<file path="config.mk">
export PLATFORM = sky130hd
export DESIGN_NAME = postfix_eval
export DESIGN_NICKNAME = d
export VERILOG_FILES = /design/src/rtl/postfix_pkg.sv /design/src/rtl/eval_stack.sv /design/src/rtl/postfix_eval.sv
export SDC_FILE = /design/constraint.sdc
export NUM_CORES = 1
export LEC_CHECK = 0
export CAP_MARGIN = 20
export CORE_UTILIZATION = 35
export CTS_CLUSTER_DIAMETER = 30
export DETAILED_ROUTE_END_ITERATION = 10
export PLACE_DENSITY = 0.62
export SLEW_MARGIN = 10
export SYNTH_ARGS = -nofsm -noshare
export SYNTH_HDL_FRONTEND = slang
export SYNTH_SLANG_ARGS = --single-unit
</file>
<file path="constraint.sdc">
create_clock -name CLK -period 43.4 [get_ports CLK]
set_input_delay 4.34 -clock CLK [delete_from_list [all_inputs] [get_ports CLK]]
set_output_delay 4.34 -clock CLK [all_outputs]
set_load 0.01 [all_outputs]
</file>
<file path="src/rtl/postfix_pkg.sv">
// Shared types and constants for the postfix evaluator.
// Optional feature macro: POSTFIX_MOD_EN (enables the '%' operator).
package postfix_pkg;

  typedef enum logic [1:0] {
    IDLE  = 2'd0,
    EXEC  = 2'd1,
    WRITE = 2'd2,
    DONE  = 2'd3
  } state_t;

  typedef enum logic [2:0] {
    ERR_NONE  = 3'd0,
    ERR_UNDER = 3'd1,
    ERR_OVER  = 3'd2,
    ERR_DIV0  = 3'd3,
    ERR_BADOP = 3'd4,
    ERR_DEPTH = 3'd5
  } err_t;

  localparam logic [7:0] OP_ADD = 8'h2B;
  localparam logic [7:0] OP_SUB = 8'h2D;
  localparam logic [7:0] OP_MUL = 8'h2A;
  localparam logic [7:0] OP_DIV = 8'h2F;
  localparam logic [7:0] OP_MOD = 8'h25;

  // True when the ASCII token is an operator this build can execute.
  function automatic logic op_legal(input logic [7:0] op);
    logic ok;
    case (op)
      OP_ADD, OP_SUB, OP_MUL, OP_DIV: ok = 1'b1;
`ifdef POSTFIX_MOD_EN
      OP_MOD:                         ok = 1'b1;
`endif
      default:                        ok = 1'b0;
    endcase
    return ok;
  endfunction

endpackage

</file>
<file path="src/rtl/eval_stack.sv">
// Register-array operand stack: push, pop-and-overwrite-top, clear,
// with combinational reads of the top and next-to-top entries.
module eval_stack #(
  parameter int unsigned WIDTH = 16,
  parameter int unsigned DEPTH = 8
) (
  input  logic                         CLK,
  input  logic                         RST,
  input  logic                         push,
  input  logic [WIDTH-1:0]             push_data,
  input  logic                         pop_wr,
  input  logic [WIDTH-1:0]             wr_data,
  input  logic                         clear,
  output logic [WIDTH-1:0]             top_data,
  output logic [WIDTH-1:0]             nos_data,
  output logic [$clog2(DEPTH+1)-1:0]   depth,
  output logic                         full,
  output logic                         empty
);

  localparam int unsigned CNT_W = $clog2(DEPTH + 1);
  localparam int unsigned PTR_W = $clog2(DEPTH);

  logic [WIDTH-1:0] mem [DEPTH];
  logic [PTR_W-1:0] top_idx;
  logic [PTR_W-1:0] nos_idx;

  assign full    = (depth == CNT_W'(DEPTH));
  assign empty   = (depth == '0);
  assign top_idx = PTR_W'(depth - CNT_W'(1));
  assign nos_idx = PTR_W'(depth - CNT_W'(2));

  // Reads are masked to zero when the addressed entry does not exist.
  always_comb begin
    top_data = '0;
    nos_data = '0;
    if (depth >= CNT_W'(1)) top_data = mem[top_idx];
    if (depth >= CNT_W'(2)) nos_data = mem[nos_idx];
  end

  // Storage and depth update; push has precedence over pop_wr.
  always_ff @(posedge CLK) begin
    if (RST || clear) begin
      depth <= '0;
      for (int i = 0; i < int'(DEPTH); i++) mem[i] <= '0;
    end else if (push && !full) begin
      mem[PTR_W'(depth)] <= push_data;
      depth              <= depth + CNT_W'(1);
    end else if (pop_wr && (depth >= CNT_W'(2))) begin
      mem[nos_idx] <= wr_data;
      depth        <= depth - CNT_W'(1);
    end
  end

endmodule

</file>
<file path="src/rtl/postfix_eval.sv">
// Postfix expression evaluator: numbers push, operators pop two and push
// the result, END presents the result or the first error on a strobe/ack port.
// Optional feature macro: POSTFIX_MOD_EN (signed remainder operator '%').
module postfix_eval
  import postfix_pkg::*;
#(
  parameter int unsigned WIDTH = 16,
  parameter int unsigned DEPTH = 8
) (
  input  logic             CLK,
  input  logic             RST,
  input  logic [7:0]       NUM_IN,
  input  logic             NUM_STB,
  output logic             NUM_ACK,
  input  logic [7:0]       SIGN_IN,
  input  logic             SIGN_STB,
  output logic             SIGN_ACK,
  input  logic             END_STB,
  output logic             END_ACK,
  output logic [WIDTH-1:0] RESULT,
  output logic [2:0]       ERROR,
  output logic             RESULT_STB,
  input  logic             RESULT_ACK,
  output logic             BUSY
);

  localparam int unsigned CNT_W = $clog2(DEPTH + 1);

  state_t           state_q, state_d;
  logic [7:0]       op_q, op_d;
  err_t             err_q, err_d;
  logic [WIDTH-1:0] alu_q, alu_d;
  logic [WIDTH-1:0] result_q, result_d;
  err_t             error_q, error_d;
  logic             rstb_q, rstb_d;
  logic             busy_q;

  logic             push_c, pop_wr_c, clear_c;
  logic             num_ack_c, sign_ack_c, end_ack_c;
  logic [WIDTH-1:0] stk_top, stk_nos;
  logic [CNT_W-1:0] stk_depth;
  logic             stk_full, stk_empty;
  logic             under_c;

  logic signed [WIDTH-1:0] a_s, b_s, alu_c;
  logic                    div0_c;

  eval_stack #(
    .WIDTH (WIDTH),
    .DEPTH (DEPTH)
  ) u_stack (
    .CLK       (CLK),
    .RST       (RST),
    .push      (push_c),
    .push_data (WIDTH'(NUM_IN)),
    .pop_wr    (pop_wr_c),
    .wr_data   (alu_q),
    .clear     (clear_c),
    .top_data  (stk_top),
    .nos_data  (stk_nos),
    .depth     (stk_depth),
    .full      (stk_full),
    .empty     (stk_empty)
  );

  assign a_s     = stk_nos;
  assign b_s     = stk_top;
  assign under_c = stk_empty || (stk_depth == CNT_W'(1));

  // ALU: a = next-to-top, b = top; +,-,* wrap, / and % truncate toward zero.
  always_comb begin
    alu_c  = '0;
    div0_c = 1'b0;
    case (op_q)
      OP_ADD: alu_c = a_s + b_s;
      OP_SUB: alu_c = a_s - b_s;
      OP_MUL: alu_c = a_s * b_s;
      OP_DIV: begin
        if (b_s == '0) div0_c = 1'b1;
        else           alu_c  = a_s / b_s;
      end
`ifdef POSTFIX_MOD_EN
      OP_MOD: begin
        if (b_s == '0) div0_c = 1'b1;
        else           alu_c  = a_s % b_s;
      end
`endif
      default: alu_c = '0;
    endcase
  end

  // Next-state, token handshakes and stack control.
  always_comb begin
    state_d    = state_q;
    op_d       = op_q;
    err_d      = err_q;
    alu_d      = alu_q;
    result_d   = result_q;
    error_d    = error_q;
    rstb_d     = rstb_q;
    push_c     = 1'b0;
    pop_wr_c   = 1'b0;
    clear_c    = 1'b0;
    num_ack_c  = 1'b0;
    sign_ack_c = 1'b0;
    end_ack_c  = 1'b0;

    case (state_q)
      IDLE: begin
        if (NUM_STB) begin
          num_ack_c = 1'b1;
          if (err_q == ERR_NONE) begin
            if (stk_full) err_d  = ERR_OVER;
            else          push_c = 1'b1;
          end
        end else if (SIGN_STB) begin
          sign_ack_c = 1'b1;
          if (err_q == ERR_NONE) begin
            if (under_c) begin
              err_d = ERR_UNDER;
            end else if (!op_legal(SIGN_IN)) begin
              err_d = ERR_BADOP;
            end else begin
              op_d    = SIGN_IN;
              state_d = EXEC;
            end
          end
        end else if (END_STB) begin
          end_ack_c = 1'b1;
          rstb_d    = 1'b1;
          state_d   = DONE;
          if (err_q != ERR_NONE) begin
            error_d  = err_q;
            result_d = '0;
          end else if (stk_depth != CNT_W'(1)) begin
            error_d  = ERR_DEPTH;
            result_d = '0;
          end else begin
            error_d  = ERR_NONE;
            result_d = stk_top;
          end
        end
      end
      EXEC: begin
        if (div0_c) begin
          err_d   = ERR_DIV0;
          state_d = IDLE;
        end else begin
          alu_d   = alu_c;
          state_d = WRITE;
        end
      end
      WRITE: begin
        pop_wr_c = 1'b1;
        state_d  = IDLE;
      end
      DONE: begin
        if (RESULT_ACK) begin
          clear_c  = 1'b1;
          err_d    = ERR_NONE;
          rstb_d   = 1'b0;
          result_d = '0;
          error_d  = ERR_NONE;
          state_d  = IDLE;
        end
      end
      default: state_d = IDLE;
    endcase
  end

  // State and registered outputs.
  always_ff @(posedge CLK) begin
    if (RST) begin
      state_q  <= IDLE;
      op_q     <= '0;
      err_q    <= ERR_NONE;
      alu_q    <= '0;
      result_q <= '0;
      error_q  <= ERR_NONE;
      rstb_q   <= 1'b0;
      busy_q   <= 1'b0;
    end else begin
      state_q  <= state_d;
      op_q     <= op_d;
      err_q    <= err_d;
      alu_q    <= alu_d;
      result_q <= result_d;
      error_q  <= error_d;
      rstb_q   <= rstb_d;
      busy_q   <= (state_d != IDLE);
    end
  end

  assign NUM_ACK    = num_ack_c;
  assign SIGN_ACK   = sign_ack_c;
  assign END_ACK    = end_ack_c;
  assign RESULT     = result_q;
  assign ERROR      = error_q;
  assign RESULT_STB = rstb_q;
  assign BUSY       = busy_q;

endmodule

</file>
**Yosys cells after proc, flatten, opt, wreduce, memory -nomap -nowiden**

Memories as Yosys holds them, arrays and structs flattened.
Index checks and enable logic that the tools add are counted.

- Mux-type cells: 82
- Bitwise gates (word level): 3
- Equality and inequality tests: 23
- $lt $le $gt $ge: 2
- Reduce and logical (&&, ||, !) cells: 21
- Div/mod/pow operators: 1
- Multipliers: 1
- Add/subtract/negate cells: 5

Operator list:

| cell | number |
|---|---|
| 16-bit two-way mux | 11 |
| 8-bit by 6-bit == test with 1-bit output (second input constant) | 8 |
| 16-bit one-hot mux with 4 select lines | 1 |
| 3-bit two-way mux | 16 |
| 1-bit two-way mux | 39 |
| 16-bit one-hot mux with 2 select lines | 1 |
| 16-bit OR reduction | 2 |
| 16-bit adder | 1 |
| 16-bit by 16-bit divider with 16-bit output | 1 |
| 16-bit logical NOT | 1 |
| 16-bit by 16-bit multiplier with 16-bit output | 1 |
| 2-bit two-way mux | 8 |
| 16-bit subtractor | 1 |
| 2-bit != test (second input constant) | 6 |
| 3-bit one-hot mux with 3 select lines | 1 |
| 4-bit two-way mux | 2 |
| 2-bit one-hot mux with 4 select lines | 1 |
| 7-bit AND reduction | 1 |
| 3-bit one-hot mux with 2 select lines | 1 |
| 6-bit AND reduction | 1 |
| 2-bit nonzero test | 3 |
| 3-bit nonzero test | 2 |
| 5-bit AND reduction | 1 |
| 4-bit by 1-bit adder with 4-bit output (second input constant) | 1 |
| 22 further kinds | 27 |

- Logic and storage cells: 148
- Register bits after elaboration: 54
- Memories kept: 1
- Input bits: 22
- Output and inout bits: 24
- RAM bits: 128

Memory list:

| memory | depth | width | rd ports | clocked after memory_dff | write ports | RTL line | source |
|---|---|---|---|---|---|---|---|
| u_stack.mem | 8 | 16 | 2 | 0 | 8 | eval_stack.sv:24 | `logic [WIDTH-1:0] mem [DEPTH];` |

**Logic depth before layout (Yosys ltp)**

Gate-level depths: netlist of the first run.

- Word-level depth: 15
- Depth in mapped cells: 190
- Depth with buffers taken out: 166

**Modules after synthesis**

From an unflattened synthesis of the first run, not the netlist that was laid out.

- Cells, all modules: 2580
- Area, all modules: 22436.5 um^2

By module, submodules not included:

| module | area an instance (um^2) | sequential area each (um^2) | times used | cells each |
|---|---|---|---|---|
| postfix_eval | 14843.0 | 1001.0 | 1 | 1961 |
| eval_stack | 7593.5 | 3923.8 | 1 | 619 |

**Worst setup path before layout of the first run**

Ideal clock, no wire load.

- Kind: register -> register
- From: reg u_stack.depth[1]
- To: reg alu_q[14]
- Arrival time: 34.695 ns
- Path buffers: 21
- Period minus slack after synthesis: 34.828 ns
- Cell stages (with the launch flop): 178
- Path slack: 8.572 ns
- Cell sequence: dfxtp_1 > buf_2 > buf_4 > buf_1 > buf_2 > inv_1 > ha_1 > buf_4 > buf_4 > buf_4 > mux4_2 > a22oi_2 > clkbuf_1 > ha_1 > clkbuf_1 > o211a_1 > and3_1 > clkbuf_1 > (+142 left out) > a21oi_1 > ha_1 > a21boi_0 > o21a_1 > o21ai_0 > a21oi_1 > o211ai_1 > a21oi_1 > nor4bb_1 > nor2_1 > inv_1 > ha_1 > and3_1 > and4_1 > a31oi_1 > xor2_1 > a221oi_1 > a211oi_1

- Longest elaborated chain between the ends: 8
- Elaborated cells on any way between the ends: 18
- Classes of those cells: add/sub: 4; mul: 1; div: 1; order compare: 2; mux: 6; bitwise: 1; reduce/logical: 2; memory: 1

RTL lines:

| what | RTL line | source |
|---|---|---|
| start: declaration | eval_stack.sv:16 | `output logic [$clog2(DEPTH+1)-1:0] depth,` |
| start signal: assignment | eval_stack.sv:48 | `depth <= depth + CNT_W'(1);` |
| start signal: assignment | eval_stack.sv:51 | `depth <= depth - CNT_W'(1);` |
| parallel branches: the longest is 8 deep, another holds memory read 8 x 16 bit | - |  |
| end signal: assignment | postfix_eval.sv:186 | `alu_q <= alu_d;` |
| end: declaration | postfix_eval.sv:32 | `logic [WIDTH-1:0] alu_q, alu_d;` |

Several ways; the timed one is not identified.
A chain may end at the register's enable or synchronous reset.

**Final worst setup path of the first run**

Ends and elaborated chain as after synthesis.

==> results of run 1 <==
metrics by stage:
stage	worst slack [ns]	hold WS, ns	utilization [%]
2_1_floorplan	8.57	0.431	-
3_3_place_gp	4.77	0.444	37.7
3_5_place_dp	4.10	0.454	37.7
4_1_cts	3.95	0.474	38.7
5_1_grt	0.274	0.500	38.7
6_report	3.36	0.472	38.7
logic make-up after synthesis:
logic type | Yosys count
AND/OR/NAND/NOR | 913
AO/OA/AOI/OAI | 543
adder cells (fa/ha/maj) | 303
buffers and inverters | 268
flip-flops | 182
XOR/XNOR | 169
multiplexers | 120
worst max-delay path: cells and delay by family (launching register included):
family	cells	cell delay (ns)
AO/OA/AOI/OAI	84	18.47
XOR/XNOR	2	0.72
adder cells (fa/ha/maj)	18	5.83
buffers and inverters	8	2.75
flip-flops	1	0.32
multiplexers	5	1.77
AND/OR/NAND/NOR	39	9.88
per-layer routing:
layer / up-vias / GRT usage, % / routed length, microns / part of all wire, %
li1: 8978 / - / - / -
met1: 9586 / 30.9 / 31700 / 42
met2: 901 / 39.6 / 35400 / 47
met3: 167 / 3.09 / 5620 / 7.4
met4: 0 / 9.89 / 3010 / 4.0
met5: - / 0 / 0 / 0
final cells by class:
class	count	area (sq um)
clock buffer	17	425
clock inverter	14	190
fill	6156	37900
inverter	151	567
multi-input combinational	2048	15900
sequential	182	4930
tap	837	1050
timing repair buffer	98	843
worst max-delay path by stage:
stage                           from         to  slack, ns  cells past startpoint
CTS                 u_stack.depth[1]  alu_q[14]       3.95                    160
detailed placement  u_stack.depth[1]  alu_q[14]       4.10                    160
floorplan           u_stack.depth[1]  alu_q[14]       8.57                    177
global route        u_stack.depth[1]  alu_q[14]       0.27                    162
finish              u_stack.depth[1]  alu_q[14]       3.36                    156
global placement    u_stack.depth[1]   alu_q[9]       4.77                    151
registers in the layout (all words and copies together) (netlist names):
register / count
err_q: 3
alu_q: 16
RESULT_STB: 1
state_q: 2
op_q: 8
u_stack.depth: 4
ERROR: 3
u_stack.mem: 128
BUSY: 1
RESULT: 16
placed cells by master (no fill, tap or decap), types with 53 or more instances in the layout:
cell and count:
edfxtp_1 128, fa_1 80, inv_1 144, a21oi_1 109
ha_1 222, buf_4 53, nor3_1 74, nand2_1 211
o21ai_0 81, o21a_1 66, xnor2_1 123, nor2_1 354
mux4_2 61
==> run metrics, run 1 <==
Critical Path RT=between 40 and 50 ns; starting density of the core=35.5%; Slew Limit Fails=0; sequential share of the synthesized area=roughly 22%; die width=253 microns; GRT Resource Usage Total=between 20% and 30%; Post-Layout Inst Area=23900 sq um; largest net degree at the start of global routing=a little under 60; critical path startpoint category=flip-flop; number of synthesized flops with an enable pin=about 130; worst slew pin tran=1.11 ns; Fin Clk Skew=0.0199 ns; H-tree depth=4; cell with the most instances after synthesis=nor2_1; Port Buffer Count=45; RSZ-0062 raised after global routing=no; drt initial violations=2014; total wire length=75.8 mm; combinational family with the most area after synthesis=adder cells; Die H=roughly 250 microns; WP data arrival=40.36 ns; adder-cell area share of the yosys netlist=20.0%; ys async rst share=0%; setup_tns=0 ns; fin cells=~3300; Synth Area in XOR/XNOR=~6.8%; CTS tree=yes; DR vias=between 15000 and 20000; Core ar.=slightly above 60000 sq um; max_cap viols=0; placed inst area=between 20000 and 25000 sq um; post_cts resized=0; predominant post-synthesis flop cell=edfxtp_1; Num Clock Sinks=between 150 and 200; Longest Clk Path Bufs=2; first-pass GRT wire length=between 100 and 150 mm; post-detail-place hpwl=56.3 mm; Synth Cell Area=around 22000 sq um; share of layout cells above drive strength 1=under 10%; Setup violations, final=0; clk slew on worst S/H paths=0.08 ns; row count=slightly above 90; drt first pass iters=6; Synth area leader=edfxtp_1; critical path class=reg2reg; Nets=2822; # placed instances=3316; final hold viol count=0; clock period minus worst slack=40.04 ns; CP peak stage delay=~0.84 ns; main area contributors after synthesis=edfxtp_1 (17%), ha_1 (13%), fa_1 (7.3%), mux4_2 (6.3%), nor2_1 (6.0%); worst reg2reg path startpoint=u_stack.depth[1]; grt ovf=0; status=finished, final reports clean; Reg2Reg Setup Slack=3.36 ns; crit-path most repeated cell=o21a_1; antenna diode count=0; Netlist cell types=105; Tcrit/Tclk final=a little over 90%; min-delay src=RESULT[3]; crit path max fanout=43; vias in the first global route=a little under 20000; CTS Buf Count=17; RePlAce Congestion=0.940; initial antenna violation count=0; setup repair bufs after CTS=0; Hold Buf Count CTS=0; hold path depth=2; mux cell area share after synthesis=a little under a tenth; DR WL/cell=22.6 microns; synthesis-to-finish area growth=9.01%; Post-DRT Antenna Nets=0; DR DRC count=0; Hold EP=RESULT[3]; worst skew pair latency=~0.47 ns; worst-case reg-to-reg path depth=roughly 160; Post-Syn Instances=roughly 2500; top-level port count=46; Max Clock Freq=around 0.025 GHz; worst hold path type=reg2reg; Die Area=around 64000 sq um; Synth top area share=roughly 17%; Crit-path slowest cell=a311oi_2; reg-to-reg endpoint=alu_q[14]; Slew headroom=roughly a quarter; CP Capture Type=flip-flop; syn_nets=~2800; routed vias/inst=a little under 6; synthesized area per cell=roughly 8.8 sq um; simple logic cell fraction of the synthesized area=around a fifth; Yosys reg bits=approximately 180; Yosys warnings=0; post-synthesis compound-gate area fraction=17.0%; commonest cells in the netlist=nor2_1 (354), ha_1 (222), nand2_1 (211); clk root buf=clkbuf_16
Power of run 1 is left out: the tool's default activity adds up to more than one toggle a clock period on the data nets, which glitch-free logic cannot reach.
==> run 2: changes to the inputs <==
--- a/config.mk
+++ b/config.mk
@@ -9,7 +9,9 @@
 export CORE_UTILIZATION = 35
 export CTS_CLUSTER_DIAMETER = 30
 export DETAILED_ROUTE_END_ITERATION = 10
+export HOLD_SLACK_MARGIN = 0.08
 export PLACE_DENSITY = 0.62
+export RECOVER_POWER = 25
 export SLEW_MARGIN = 10
 export SYNTH_ARGS = -nofsm -noshare
 export SYNTH_HDL_FRONTEND = slang
==> run 2 against run 1 <==
Effect of this change:
- critical path depth did not move
- critical endpoint unchanged
- largest cell class unchanged
- clock-buffer cell count did not move
- cell area about the same
- setup slack gained 0.027 ns
==> run metrics, run 2 (same netlist as run 1, synthesis figures left out) <==
status=finished, final reports clean (unchanged); first-pass GRT wire length=116 mm (unchanged); Largest Register=u_stack.mem (unchanged); Slew Limit Fails=0 (unchanged); Fin Clk Skew=0.0201 ns (was 0.0199 ns); critical path startpoint category=flip-flop (unchanged); DR DRC count=0 (unchanged); crit path max fanout=43 (unchanged); drt first pass iters=6 (unchanged); critical path class=reg2reg (unchanged); Max Clock Freq=0.0250 GHz (about the same); DR WL/cell=22.6 microns (about the same); max_cap viols=0 (unchanged); hold path depth=2 (unchanged); total wire length=75.8 mm (about the same); initial antenna violation count=0 (unchanged); worst hold path type=reg2reg (unchanged); clk slew on worst S/H paths=0.08 ns (about the same); Longest Clk Path Bufs=2 (unchanged); WP data arrival=40.33 ns (was 40.36 ns); RSZ-0062 raised after global routing=no (unchanged); clock period minus worst slack=40.02 ns (was 40.04 ns); routed vias/inst=5.85 (was 5.87); min-delay src=RESULT[3] (unchanged); commonest non-fill, non-tap cells in the layout=nor2_1 (354), ha_1 (222), nand2_1 (211) (unchanged); vias in the first global route=19433 (unchanged); fillers=6160 (was 6156); Core ar.=61800 sq um (unchanged); FF+latch area=4930 sq um (unchanged); drt initial violations=2044 (was 2014); top-level port count=46 (unchanged); synthesis-to-finish area growth=8.96% (was 9.01%); max reg flops=128 (unchanged); commonest non-fill, non-tap cell in the layout=nor2_1 (unchanged); grt ovf=0 (unchanged); Slew headroom=15.9% (was 25.5%); worst-case reg-to-reg path depth=156 (unchanged); share of layout cells above drive strength 1=9.72% (was 9.84%); CP Capture Type=flip-flop (unchanged); setup_tns=0 ns (unchanged); Crit path buffers/inverters=8 (unchanged); Critical Path RT=43.71 ns (about the same); antenna diode count=0 (unchanged); worst slew pin tran=1.26 ns (was 1.11 ns); CTS Buf Count=17 (unchanged); Die Area=63800 sq um (unchanged); Num Clock Sinks=182 (unchanged); Reg2Reg Setup Slack=3.38 ns (was 3.36 ns); Hold EP=RESULT[3] (unchanged); Hold Buf Count CTS=0 (unchanged); final hold viol count=0 (unchanged); crit-path most repeated cell=o21a_1 (unchanged); GRT Resource Usage Total=23.8% (unchanged); post_cts resized=0 (unchanged); row count=91 (unchanged); H-tree depth=4 (unchanged); Tcrit/Tclk final=92.2% (was 92.3%); worst skew pair latency=0.47 ns (about the same); Die H=253 microns (unchanged); Top delay family on crit path=compound AO/OA/AOI/OAI gates (unchanged); CTS tree=yes (unchanged); largest net degree at the start of global routing=59 (unchanged); Post-DRT Antenna Nets=0 (unchanged); Crit-path slowest cell=a311oi_2 (unchanged); DR vias=19595 (was 19632); RePlAce Congestion=0.940 (unchanged); clk root buf=clkbuf_16 (unchanged); post-detail-place hpwl=56.3 mm (unchanged); worst reg2reg path startpoint=u_stack.depth[1] (unchanged); die width=253 microns (unchanged); Nets=2822 (unchanged); reg-to-reg endpoint=alu_q[14] (unchanged); starting density of the core=35.5% (unchanged); Setup violations, final=0 (unchanged); setup repair bufs after CTS=0 (unchanged); area of the multi-input gates=15900 sq um (about the same); CP peak stage delay=0.84 ns (about the same); Port Buffer Count=45 (unchanged)
[run 2: changes by cell type in the layout (fill, tap and decap cells not counted), sizes merged]
cell / before / now
clkdlybuf4s50: 44 / 20
dlygate4sd3: 0 / 24
buf: 54 / 53
clkbuf: 17 / 18
[run 2: layout make-up]
| class | instances | area share [%] |
|---|---|---|
| multi-input cells | 2048 | 66.6 |
| flip-flops and latches | 182 | 20.6 |
| well taps | 837 | 4.37 |
| repair buffers | 98 | 3.51 |
| inverters | 151 | 2.37 |
| clock buffers | 17 | 1.78 |
| clock inverters | 14 | 0.794 |
[run 2: per-layer routing]
metal / routed length (microns) / track usage (%)
met4: 2980 / 9.89
met2: 35500 / 39.6
met3: 5460 / 3.09
met1: 31800 / 30.9
met5: 0 / 0
[run 2: metrics by stage]
stage	util [%]	hold WS, ns	worst slack (ns)	instances	cell area (sq um)
final	38.7	0.470	3.38	3347	23900
after detailed placement	37.7	0.454	4.10	3316	23300
after floorplan	-	0.431	8.57	2498	22000
after global placement	37.7	0.444	4.77	3315	23300
after global routing	38.7	0.500	0.274	3347	23900
after CTS	38.7	0.474	3.95	3347	23900
[run 2: how the worst max path moves through the flow]
stage | from | end | slack, ns | cells past startpoint
global route | u_stack.depth[1] | alu_q[14] | 0.27 | 162
global placement | u_stack.depth[1] | alu_q[9] | 4.77 | 151
finish | u_stack.depth[1] | alu_q[14] | 3.38 | 156
detailed placement | u_stack.depth[1] | alu_q[14] | 4.10 | 160
floorplan | u_stack.depth[1] | alu_q[14] | 8.57 | 177
CTS | u_stack.depth[1] | alu_q[14] | 3.95 | 160
[run 2: worst register-to-register path: cells and delay by family (launching register included)]
kind                     cells  cell delay [ns]
buffers and inverters        8             2.76
flip-flops                   1             0.31
AND/OR/NAND/NOR             39             9.78
XOR/XNOR                     2             0.73
adder cells (fa/ha/maj)     18             5.80
multiplexers                 5             1.85
AO/OA/AOI/OAI               84            18.60
Power of run 2 is left out for the same reason.
